--- src/rtl/branch_trap_compare_arbiter.sv ---
// Round-robin arbiter sharing one 32-bit not-equal comparator between the branch
// unit (BEQ/BNE) and the trap unit (TEQ/TNE); tagged results return two cycles later.
module branch_trap_compare_arbiter #(
  parameter int TAG_WIDTH = 4
) (
  input  logic                 clock,
  input  logic                 reset_n,
  input  logic                 branch_request_valid,
  output logic                 branch_request_ready,
  input  logic [31:0]          branch_operand_a,
  input  logic [31:0]          branch_operand_b,
  input  logic                 branch_condition_equal,
  input  logic [TAG_WIDTH-1:0] branch_request_tag,
  input  logic                 trap_request_valid,
  output logic                 trap_request_ready,
  input  logic [31:0]          trap_operand_a,
  input  logic [31:0]          trap_operand_b,
  input  logic                 trap_condition_equal,
  input  logic [TAG_WIDTH-1:0] trap_request_tag,
  input  logic                 pipeline_flush,
  output logic                 branch_response_valid,
  output logic                 branch_response_taken,
  output logic [TAG_WIDTH-1:0] branch_response_tag,
  output logic                 trap_response_valid,
  output logic                 trap_response_taken,
  output logic [TAG_WIDTH-1:0] trap_response_tag,
  output logic                 compare_busy
);

  typedef enum logic {SRC_BRANCH = 1'b0, SRC_TRAP = 1'b1} source_e;

  source_e                last_grant;
  source_e                stage_source;
  logic                   stage_valid;
  logic                   stage_condition_equal;
  logic [31:0]            stage_operand_a;
  logic [31:0]            stage_operand_b;
  logic [TAG_WIDTH-1:0]   stage_tag;

  logic branch_eligible, trap_eligible;
  logic branch_grant, trap_grant;
  logic branch_handshake, trap_handshake;
  logic stage_not_equal, stage_taken;
  logic branch_issue, trap_issue;

  // Handshake: a transfer happens in any cycle where valid & ready are both high.
  // Ready may depend on valid; requesters must never make valid depend on ready.
  always_comb begin
    branch_eligible = branch_request_valid & ~pipeline_flush;
    trap_eligible   = trap_request_valid;
    branch_grant    = 1'b0;
    trap_grant      = 1'b0;
    if (branch_eligible && trap_eligible) begin
      branch_grant = (last_grant == SRC_TRAP);
      trap_grant   = (last_grant == SRC_BRANCH);
    end else begin
      branch_grant = branch_eligible;
      trap_grant   = trap_eligible;
    end
  end

  // Readys are held low while reset is asserted so nothing is accepted.
  assign branch_request_ready = reset_n & branch_grant;
  assign trap_request_ready   = reset_n & trap_grant;

  assign branch_handshake = branch_request_valid & branch_request_ready;
  assign trap_handshake   = trap_request_valid & trap_request_ready;

  always_ff @(posedge clock or negedge reset_n) begin
    if (!reset_n) begin
      stage_valid           <= 1'b0;
      stage_source          <= SRC_BRANCH;
      stage_condition_equal <= 1'b0;
      stage_operand_a       <= '0;
      stage_operand_b       <= '0;
      stage_tag             <= '0;
      last_grant            <= SRC_TRAP;
    end else begin
      stage_valid <= branch_handshake | trap_handshake;
      if (branch_handshake) begin
        stage_source          <= SRC_BRANCH;
        stage_condition_equal <= branch_condition_equal;
        stage_operand_a       <= branch_operand_a;
        stage_operand_b       <= branch_operand_b;
        stage_tag             <= branch_request_tag;
        last_grant            <= SRC_BRANCH;
      end else if (trap_handshake) begin
        stage_source          <= SRC_TRAP;
        stage_condition_equal <= trap_condition_equal;
        stage_operand_a       <= trap_operand_a;
        stage_operand_b       <= trap_operand_b;
        stage_tag             <= trap_request_tag;
        last_grant            <= SRC_TRAP;
      end
    end
  end

  assign stage_not_equal = |(stage_operand_a ^ stage_operand_b);
  assign stage_taken     = stage_condition_equal ? ~stage_not_equal : stage_not_equal;

  // A flush squashes a branch sitting in the stage; trap entries always complete.
  assign branch_issue = stage_valid & (stage_source == SRC_BRANCH) & ~pipeline_flush;
  assign trap_issue   = stage_valid & (stage_source == SRC_TRAP);

  always_ff @(posedge clock or negedge reset_n) begin
    if (!reset_n) begin
      branch_response_valid <= 1'b0;
      branch_response_taken <= 1'b0;
      branch_response_tag   <= '0;
      trap_response_valid   <= 1'b0;
      trap_response_taken   <= 1'b0;
      trap_response_tag     <= '0;
    end else begin
      branch_response_valid <= branch_issue;
      branch_response_taken <= branch_issue & stage_taken;
      branch_response_tag   <= branch_issue ? stage_tag : '0;
      trap_response_valid   <= trap_issue;
      trap_response_taken   <= trap_issue & stage_taken;
      trap_response_tag     <= trap_issue ? stage_tag : '0;
    end
  end

  assign compare_busy = stage_valid;

endmodule

--- config.mk ---
export PLATFORM = sky130hd
export DESIGN_NAME = branch_trap_compare_arbiter
export DESIGN_NICKNAME = d
export VERILOG_FILES = /design/src/rtl/branch_trap_compare_arbiter.sv
export SDC_FILE = /design/constraint.sdc
export NUM_CORES = 1
export LEC_CHECK = 0
export CAP_MARGIN = 20
export CORE_UTILIZATION = 45
export DETAILED_ROUTE_END_ITERATION = 12
export GPL_ROUTABILITY_DRIVEN = 0
export PLACE_DENSITY = 0.82
export SYNTH_ARGS = -nofsm -noshare
export SYNTH_HDL_FRONTEND = slang
export SYNTH_SLANG_ARGS = --single-unit
--- constraint.sdc ---
create_clock -name clock -period 2.2 [get_ports clock]
set_input_delay 0.44 -clock clock [delete_from_list [all_inputs] [get_ports clock]]
set_output_delay 0.44 -clock clock [all_outputs]
set_load 0.01 [all_outputs]
==> results.md <==
* # resized after CTS at 3
* Antenna violations before repair at 0
* Most frequent cells in the layout: clkdlybuf4s50_1, dfrtp_1, nand2_1
* CTS tree: yes
* Proportion of layout cells with a drive suffix above 1 at 0.0572
* Clock buffer depth at 2
* Fmax at about 510 MHz
* Die ar. at 9400 µm²
* Reg2reg start: stage_operand_b[26]
* Dpl cells at about 630
* Routed length per instance at roughly 15 µm
* HP Class: primary input to asynchronous set/reset pin
* Largest net degree at the start of global routing at 74
* DRC at 0
* Post-synth top area cell: dfrtp_1
* Commonest non-fill, non-tap cell in the layout: clkdlybuf4s50_1
* R2r worst-path depth at 5
* Crit path max-delay cell type: clkdlybuf4s50_1
* Drt pass-1 iters at 4
* Hold_buf cts at 0
* Routed wire length at between 9000 and 10,000 µm
* Adder-Cell Fraction of Synth Area at 0
* Via count at between 3,000 and 4,000
* Die height at around 97 µm
* Critical path peak fanout at 3
* Synth Cell Area at ~4100 µm²
* Worst-margin pin slew at ~0.6 ns
* Post-route ant nets at 0
* Flop2flop setup slack at 0.50 ns
* Setup bufs post-CTS at 0
* CTS Buf Count at 9
* Fin util at 0.685
* Setup Crit Path Kind: primary input to output port
* Final Hold Vio Count at 0
* Post-synth top area share at 0.512
* PwrDens at about 640 nW/µm²
* Overflow after GRT at 0
* Clock net sink count at 84
* Final nets at 680
* Max-cap violation count at 0
* Peak VDD IR at approximately 0.31 mV
* Diodes inserted at 0
* Worst skew pair latency at 0.34 ns
* Synth Net Count at between 500 and 600
* # fillers at 689
* Synth Area in XOR/XNOR at 0.0691
* Tmin final at 1.97 ns
* Core Area at between 8000 and 9000 µm²
* Max Clock Skew at around 0.01 ns
* Hpwl dp at 7400 µm
* Unrepaired setup endpoints after global routing: false
* Final Max Tran Viols at 0
* Yosys warns at 0
* Status: completed
* Worst Path Buf+Inv at 2
* Hold_ws at around 0.23 ns
* Post-Synth Simple-Gate Area at 0.108
* CTS H-Tree Depth at 3
* Non-Filler Instances at 650
* Site Rows at 34
* Crit. End Element: output port
* CP required at 1.76 ns
* Clock root buffer: clkbuf_8
* Startpoint types: primary input
* Crit path max-delay family: buffers and inverters
* Final Cycle Share at 0.897
* R2R Path End: trap_response_taken
* Final setup fails at 0
* Starting Density at 0.465
* Compound-gate portion of the synthesized area at 0.0953
* Crit path cell chain: clkdlybuf4s50_1 > nor2b_4 > a21oi_1 > dlygate4sd2_1
* Die X at roughly 97 µm
* Cells after synthesis at 380
* Initial drt markers at 78
* I/O pins at 158
* Top post-synthesis cells by area: dfrtp_1, mux2i_1, o21ai_0
* Vias in the first global route at 3,296
* Slew margin rel. at 0.602
* LEAKAGE at between 3 and 4 nW
* Seq/Total Area, Yosys at 0.518
* Arr. time, crit path at between 1.5 and 2 ns
* First-pass GRT wire length at roughly 15,000 µm
* Mux contribution to synthesized area at 0.170
* Synthesized flop and latch total at 84
* Largest stage delay on the critical path at ~0.52 ns
* IO Port Bufs at roughly 160
* Layout area overhead at 47.2%
* Global Route Usage Sum at 0.210
* Vias per cell at 4.94
* Post-synth cell types at 25
* Worst-path clk slew at 0.09 ns
* Syn avg cell area at approximately 11 µm²
* Main combinational cell family by area after synthesis: multiplexers
registers in the layout (all words and copies together), names as in the netlist:
signal and count:
stage_source 1, branch_response_valid 1, trap_response_taken 1, stage_condition_equal 1, branch_response_tag 4, last_grant 1, stage_operand_a 32, stage_operand_b 32
trap_response_valid 1, compare_busy 1, trap_response_tag 4, stage_tag 4, branch_response_taken 1
cell usage after synthesis:
cell type,instances
dfrtp_1,83
nand2_1,70
mux2i_1,69
o21ai_0,57
xor2_1,32
o21ai_1,13
buf_2,9
nor4_1,8
buf_6,7
clkbuf_1,6
and2_1,5
and3_1,4
a21o_1,2
and3b_1,2
inv_1,2
nand4_1,2
a21oi_1,1
buf_4,1
dfstp_2,1
nand2b_1,1
nand3_1,1
nor2b_2,1
nor3_2,1
nor3b_1,1
o21ai_4,1
cell families (layout without fill, tap and decap cells):
family / after synthesis / after routing
buf+inv: 25 / 187
mux: 69 / 69
xor+xnor: 32 / 32
flops: 84 / 84
simple gates: 96 / 96
compound gates: 74 / 74
routing by layer:
| layer | share of wire | up-vias | track usage |
|---|---|---|---|
| met4 | 0.0067 | 0 | 0.0482 |
| met5 | 0 | - | 0 |
| met1 | 0.42 | 1491 | 0.253 |
| li1 | - | 1614 | - |
| met3 | 0.050 | 6 | 0.0499 |
| met2 | 0.52 | 100 | 0.378 |
worst max-delay path by stage:
stage	startpoint	endpoint	slack [ns]	cells past startpoint
after detailed placement	branch_request_valid	branch_request_ready	-0.05	5
after global routing	pipeline_flush	trap_request_ready	0.18	4
final	pipeline_flush	trap_request_ready	0.23	4
after floorplan	branch_request_valid	branch_request_ready	0.63	5
after CTS	pipeline_flush	trap_request_ready	0.23	4
after global placement	branch_request_valid	branch_request_ready	-0.02	5
area by class of cell:
type / instances / area [µm²] / area share
sequential: 84 / 2100 / 0.352
clock inverter: 4 / 73.8 / 0.0124
multi-input combinational: 271 / 1810 / 0.303
clock buffer: 12 / 135 / 0.0226
tap: 108 / 135 / 0.0226
timing repair buffer: 169 / 1710 / 0.286
inverter: 2 / 7.51 / 0.00126
stage by stage:
step	power, W	setup WS (ns)	instance area [µm²]	TNS (ns)
3_5_place_dp	0.00273	-0.0500	5760	-0.0906
4_1_cts	0.00388	0.226	5970	0
6_report	0.00384	0.227	5970	0
3_3_place_gp	0.00269	-0.0216	5760	-0.0216
2_1_floorplan	0.00226	0.632	4060	0
5_1_grt	0.00405	0.184	5970	0
report_power, final:
group          switching, W  internal [W]
clock              0.000519      0.000642
sequential         0.000133       0.00174
combinational      0.000348      0.000463
(Power assumes the default switching activity.)
